## config.mk

```make
export PLATFORM = sky130hd
export DESIGN_NAME = board_ctl
export DESIGN_NICKNAME = d
export VERILOG_FILES = /design/src/rtl/board_pkg.sv /design/src/rtl/board_ctl.sv
export SDC_FILE = /design/constraint.sdc
export NUM_CORES = 1
export LEC_CHECK = 0
export BUFFER_PORTS_ARGS = -buffer_cell sky130_fd_sc_hd__buf_2
export CAP_MARGIN = 20
export CELL_PAD_IN_SITES_DETAIL_PLACEMENT = 1
export CELL_PAD_IN_SITES_GLOBAL_PLACEMENT = 2
export CORE_MARGIN = 2
export CORE_UTILIZATION = 35
export CTS_BUF_LIST = sky130_fd_sc_hd__clkbuf_2
export DETAILED_ROUTE_END_ITERATION = 16
export PLACE_DENSITY_LB_ADDON = 0.15
export SYNTH_ARGS = -nofsm -noshare
export SYNTH_HDL_FRONTEND = slang
export SYNTH_SLANG_ARGS = --single-unit
export TNS_END_PERCENT = 5
```

## constraint.sdc

```tcl
create_clock -name clk -period 5.1 [get_ports clk]
set_clock_uncertainty 0.05 [all_clocks]
set_input_delay 1.275 -clock clk [delete_from_list [all_inputs] [get_ports clk]]
set_output_delay 1.275 -clock clk [all_outputs]
set_load 0.05 [all_outputs]
```

## src/rtl/board_pkg.sv

```systemverilog
// Shared types and constants for the battleship board controller.
package board_pkg;
  localparam int BOARD_CELLS = 256;
  localparam int CNT_WIDTH   = 9;

  typedef enum logic [1:0] {
    CELL_EMPTY = 2'd0,
    CELL_SHIP  = 2'd1,
    CELL_MISS  = 2'd2,
    CELL_HIT   = 2'd3
  } cell_t;

  typedef enum logic {
    OP_SHOT  = 1'b0,
    OP_PLACE = 1'b1
  } op_t;

  typedef enum logic [2:0] {
    RES_MISS   = 3'd0,
    RES_HIT    = 3'd1,
    RES_REPEAT = 3'd2,
    RES_OK     = 3'd3,
    RES_REJECT = 3'd4
  } result_t;

  // Counters stop at BOARD_CELLS instead of wrapping back to zero.
  function automatic logic [CNT_WIDTH-1:0] sat_inc(input logic [CNT_WIDTH-1:0] v);
    return (v == CNT_WIDTH'(BOARD_CELLS)) ? v : v + 1'b1;
  endfunction
endpackage

```

## src/rtl/board_ctl.sv

```systemverilog
// Board controller: clears the board memory, then serves SHOT/PLACE requests
// with a read-evaluate-write sequence against an external 1-cycle-latency RAM.
module board_ctl
  import board_pkg::*;
#(
  parameter int X_ADDR_WIDTH = 4,
  parameter int Y_ADDR_WIDTH = 4,
  parameter int DATA_WIDTH   = 2
) (
  input  logic                                 clk,
  input  logic                                 rst_n,
  input  logic                                 clear_start,
  input  logic                                 req_valid,
  output logic                                 req_ready,
  input  logic                                 req_op,
  input  logic [X_ADDR_WIDTH+Y_ADDR_WIDTH-1:0] req_addr,
  output logic                                 resp_valid,
  input  logic                                 resp_ready,
  output logic [2:0]                           resp_result,
  output logic                                 busy,
  output logic [CNT_WIDTH-1:0]                 ship_cnt,
  output logic [CNT_WIDTH-1:0]                 hit_cnt,
  output logic                                 all_sunk,
  output logic [X_ADDR_WIDTH+Y_ADDR_WIDTH-1:0] mem_waddr,
  output logic [X_ADDR_WIDTH+Y_ADDR_WIDTH-1:0] mem_raddr,
  output logic [DATA_WIDTH-1:0]                mem_wdata,
  output logic                                 mem_we,
  input  logic [DATA_WIDTH-1:0]                mem_rdata
);
  localparam int AW = X_ADDR_WIDTH + Y_ADDR_WIDTH;

  localparam logic [2:0] S_CLEAR = 3'd0;
  localparam logic [2:0] S_IDLE  = 3'd1;
  localparam logic [2:0] S_READ  = 3'd2;
  localparam logic [2:0] S_EVAL  = 3'd3;
  localparam logic [2:0] S_RESP  = 3'd4;

  logic [2:0]           r_state;
  logic [AW-1:0]        r_clr_addr;
  logic [AW-1:0]        r_addr;
  op_t                  r_op;
  result_t              r_result;
  logic [CNT_WIDTH-1:0] r_ship_cnt;
  logic [CNT_WIDTH-1:0] r_hit_cnt;

  cell_t   w_cell;
  cell_t   w_wcell;
  result_t w_res;
  logic    w_wr;
  logic    w_ship_inc;
  logic    w_hit_inc;

  assign w_cell = cell_t'(mem_rdata[1:0]);

  always_comb begin
    w_wr       = 1'b0;
    w_wcell    = CELL_EMPTY;
    w_res      = RES_MISS;
    w_ship_inc = 1'b0;
    w_hit_inc  = 1'b0;
    if (r_op == OP_SHOT) begin
      case (w_cell)
        CELL_EMPTY: begin w_wr = 1'b1; w_wcell = CELL_MISS; w_res = RES_MISS; end
        CELL_SHIP:  begin w_wr = 1'b1; w_wcell = CELL_HIT;  w_res = RES_HIT; w_hit_inc = 1'b1; end
        default:    w_res = RES_REPEAT;
      endcase
    end else begin
      if (w_cell == CELL_EMPTY) begin
        w_wr = 1'b1; w_wcell = CELL_SHIP; w_res = RES_OK; w_ship_inc = 1'b1;
      end else begin
        w_res = RES_REJECT;
      end
    end
  end

  always_ff @(posedge clk or negedge rst_n) begin
    if (!rst_n) begin
      r_state    <= S_CLEAR;
      r_clr_addr <= '0;
      r_addr     <= '0;
      r_op       <= OP_SHOT;
      r_result   <= RES_MISS;
      r_ship_cnt <= '0;
      r_hit_cnt  <= '0;
    end else begin
      case (r_state)
        S_CLEAR: begin
          r_clr_addr <= r_clr_addr + 1'b1;
          if (r_clr_addr == {AW{1'b1}}) begin
            r_ship_cnt <= '0;
            r_hit_cnt  <= '0;
            r_state    <= S_IDLE;
          end
        end
        S_IDLE: begin
          if (clear_start) begin
            r_clr_addr <= '0;
            r_state    <= S_CLEAR;
          end else if (req_valid) begin
            r_op    <= op_t'(req_op);
            r_addr  <= req_addr;
            r_state <= S_READ;
          end
        end
        S_READ: r_state <= S_EVAL;
        S_EVAL: begin
          r_result <= w_res;
          if (w_ship_inc) r_ship_cnt <= sat_inc(r_ship_cnt);
          if (w_hit_inc)  r_hit_cnt  <= sat_inc(r_hit_cnt);
          r_state <= S_RESP;
        end
        S_RESP: if (resp_ready) r_state <= S_IDLE;
        default: begin
          r_clr_addr <= '0;
          r_state    <= S_CLEAR;
        end
      endcase
    end
  end

  assign req_ready   = (r_state == S_IDLE) && !clear_start;
  assign resp_valid  = (r_state == S_RESP);
  assign resp_result = r_result;
  assign busy        = (r_state != S_IDLE);
  assign ship_cnt    = r_ship_cnt;
  assign hit_cnt     = r_hit_cnt;
  assign all_sunk    = (r_ship_cnt != '0) && (r_hit_cnt == r_ship_cnt);

  // Write enable is gated by rst_n so a reset landing in EVAL or CLEAR
  // cannot leave a write strobe on the bus while reset is held.
  assign mem_we    = rst_n && ((r_state == S_CLEAR) || ((r_state == S_EVAL) && w_wr));
  assign mem_waddr = (r_state == S_CLEAR) ? r_clr_addr : r_addr;
  assign mem_wdata = (r_state == S_CLEAR) ? '0 : DATA_WIDTH'(w_wcell);
  assign mem_raddr = r_addr;
endmodule

```

==> impl.org <==
** Outcome
- Run status :: complete, no violations

** Detailed routing
- After detailed routing, the average wire length per cell comes to 16.66 um.
- Summed over all nets, wire length on met2 after detailed routing comes to 3010 um.
- In the final routing, the length of wire on met1 measures around 3400 um.
- Routed vias/inst :: between 5 and 6
- Drt first-iter violations :: 42
- The count of nets left with antenna violations once routing finished came out at 0.
- The final route contains between 2000 and 2500 vias.
- Routed length on met3 :: ~220 um
- Total Wirelength :: ~6600 um
- Initial DRT Pass Iterations :: 5
- In this run the top signal layer used is met4.
- After detailed routing, the number of remaining DRC violations is 0.

** CTS
- Max H-tree Level :: 2
- The longest clock path from root to sink contains 2 buffers.
- Root buf cell :: clkbuf_2
- At the later pin of the worst-skew pair, clock insertion delay measures approximately 0.4 ns.
- For this design, the sink count on the clock tree is 41.
- Hold-fix buffer count after cts :: 0
- Number of clock buffers inserted by TritonCTS :: 5
- CTS clk-pin slew, worst paths :: roughly 0.23 ns
- Count of cells resized by post-cts repair :: 0
- Number of buffers added for setup after CTS :: 0
- CTS tree :: built

** Timing
- Max Clk Rate :: roughly 270 MHz
- Min setup slack post-route :: 1.366 ns
- Final hold viol count :: 0
- Final-layout setup total negative slack :: 0 ns
- Tightest slew margin relative to the limit :: 42.54%
- Clock period minus worst slack :: ~3.7 ns
- Number of pins with negative max-slew slack in the final report :: 0
- Setup violations remaining at the end of the flow were counted as 0.
- Post-route fraction of the period consumed by the critical path :: about three quarters
- For the pin with the worst max-slew slack, the measured transition is 0.8554 ns.
- Final hold slack :: 0.4921 ns
- Setup repair after global routing left no endpoint under its margin.

** Finish
- In the final layout, the share of cells above drive strength 1 is 26.02%.
- Utilization after layout :: between 40% and 50%
- The repair_antennas step left the layout with diodes totalling 0.
- Final Net Count :: approximately 340
- The area growth from synthesis to layout is 17.58%.
- Count of fill cells added during filler insertion :: roughly 830

** Pwr
- Leakage power figure :: about 1.4 nW
- The worst-case IR drop observed on VDD is 0.5204 mV.
- Total power density per cell area :: roughly 560 nW/um2

** Global route
- The number of antenna violations at the first check in global routing is 0.
- The first global-routing pass estimated 11030 um of wire.
- Entering global routing, the biggest net connects 42 pins.
- Via count of the first global-routing pass :: 2149
- Summed over all layers, the global routing overflow is 0.
- Global routing used around 19% of the available tracks.

** Synthesis
- The synthesized netlist occupies a cell area of between 2000 and 2500 um2.
- By area the synthesized netlist is led by dfrtp_1 42%, nand2_1 6.0%, mux2_2 4.7%.
- Total nets after synthesis :: between 200 and 300
- In the synthesized netlist the async set-or-reset flop fraction comes to 100.0%.
- Total of warnings raised by yosys :: 0
- The synthesized design devotes to its leading area cell type 42.40% of total area.
- Dominant register cell in the synthesized netlist :: dfrtp_1
- Synthesized flop and latch total :: 41
- Counting flops with a built-in enable in the synthesized netlist gives 0.
- Most instantiated cells after synthesis :: 41 x dfrtp_1, 39 x nand2_1, 18 x nor2_1
- Counting every instance in the synthesized netlist gives between 200 and 300.
- Among all cell types in the netlist, the one instantiated most often is dfrtp_1.
- Sequential fraction of the synthesis area :: between 40% and 50%
- Cell accounting for the most synthesized area :: dfrtp_1
- Avg Inst Size Synth :: roughly 9.1 um2
- The number of different library cells used by synthesis comes to 53.

** Critical path
- Worst endpoint required time :: between 3 and 4 ns
- Data arrival time of the worst path :: 2.41 ns
- Largest driver fanout on the critical path :: 18
- FF-to-FF End :: ship_cnt[8]$_DFFE_PN0P_
- Measured in cells, the most critical reg-to-reg path has a length of 4.
- STA classifies the critical path endpoint as a primary output.
- The worst register-to-register path begins at r_state[2]$_DFFE_PN0P_.
- The setup path with the least slack is of type register to primary output.
- R2R setup slack :: ~2.4 ns
- Kind of launch point of the worst setup path :: register
- Tracing the worst setup path back leads to its startpoint at r_state[2]$_DFFE_PN0P_.

** Floorplanning
- Chip Width :: between 80 and 90 um
- The total area inside the core boundary comes to ~6800 um2.
- The die is about 87 um tall.
- The floorplan has 30 rows.
- 60 I/O pins were placed.
- The floorplan step defined a die boundary enclosing approximately 7600 um2.
- For this configuration, the core starts out at a cell density of about 36%.

** Placed design
- Routability-driven placement finished with a final weighted congestion of approximately 0.76.
- Detailed placement ended at an HPWL of around 5000 um.
- Buffers placed on the I/O ports in this run total 59.
- Placement-stage worst setup slack :: roughly 1.7 ns

** Worst hold path
- Hold endpoint :: resp_result[0]$_DFFE_PN0P_
- Classification of the worst-slack hold path :: register to register
- The startpoint identified for the worst hold timing path is resp_result[0]$_DFFE_PN0P_.
- Number of cells traversed by the worst hold path :: 2

** Job
- The tool flagged a number of max-cap violations equal to 0.
[stage by stage]
stage          total power [mW]  std cells  cell area [um2]
2_1_floorplan             1.154        266             2420
4_1_cts                   1.613        399             2845
6_report                  1.592        399             2845
3_3_place_gp              1.351        391             2755
5_1_grt                   1.697        399             2845
3_5_place_dp              1.360        391             2755
[how the worst max path moves through the flow]
stage / end / cells past startpoint
floorplan: all_sunk / 4
global placement: mem_we / 4
detailed placement: mem_we / 4
CTS: mem_we / 4
global route: mem_we / 4
finish: mem_we / 4
[registers in the layout, indices dropped and copies added, names as in the netlist]
register and flops:
r_clr_addr 8, r_op 1, ship_cnt 9, hit_cnt 9, mem_raddr 8, r_state 3, resp_result 3
[logic make-up (layout without fill, tap and decap cells)]
group,Yosys count,after routing,share of synthesized area (%)
simple gates,111,111,23.22
flops,41,41,42.40
compound gates,60,60,17.01
xor+xnor,12,12,4.344
buf+inv,24,77,4.343
mux,13,13,6.101
fa+ha+maj,5,5,2.585
[critical path: stages (launching register included)]
cell and delay, ns:
dfrtp_1 0.53, nand3b_1 0.63, a211oi_1 0.42, o21a_1 0.15
buf_2 0.26
[power breakdown]
| part | total (mW) | internal [mW] | switching, mW |
|---|---|---|---|
| Clock | 0.249 | 0.131 | 0.118 |
| Sequential | 0.491 | 0.399 | 0.0916 |
| Combinational | 0.852 | 0.217 | 0.635 |
| Total | 1.59 | 0.747 | 0.844 |
[metal layers]
metal / vias to the layer above / GRT usage (%)
met2: 36 / 28.94
met3: 4 / 3.791
met4: 0 / 4.755
li1: 1065 / -
met5: - / 0
met1: 1067 / 26.26
[cell usage in the layout, fill, tap and decap left out, types with 3 or more instances in the layout]
master,n
inv_1,8
or3_1,4
o21ai_0,16
and3_1,4
a21oi_1,7
nand4_1,5
a22o_1,8
dfrtp_1,41
a21o_1,3
o2bb2ai_1,3
nand2_1,39
nor2_1,18
clkbuf_2,5
xor2_1,3
xnor2_1,9
o22ai_1,4
buf_2,59
mux2_2,10
nor2b_1,3
or4_1,3
nand3_1,10
nor3_1,9
ha_1,5
a31oi_1,3
[final cells by class]
class / count / area [um2] / share of cell area, %
clock buffer: 5 / 25.02 / 0.8795
tap: 80 / 100.1 / 3.518
sequential: 41 / 1026 / 36.06
inverter: 8 / 30.03 / 1.055
clock inverter: 3 / 65.06 / 2.287
multi-input combinational: 201 / 1289 / 45.29
timing repair buffer: 61 / 310.3 / 10.91
No activity file was read; power rests on OpenSTA's default activity.
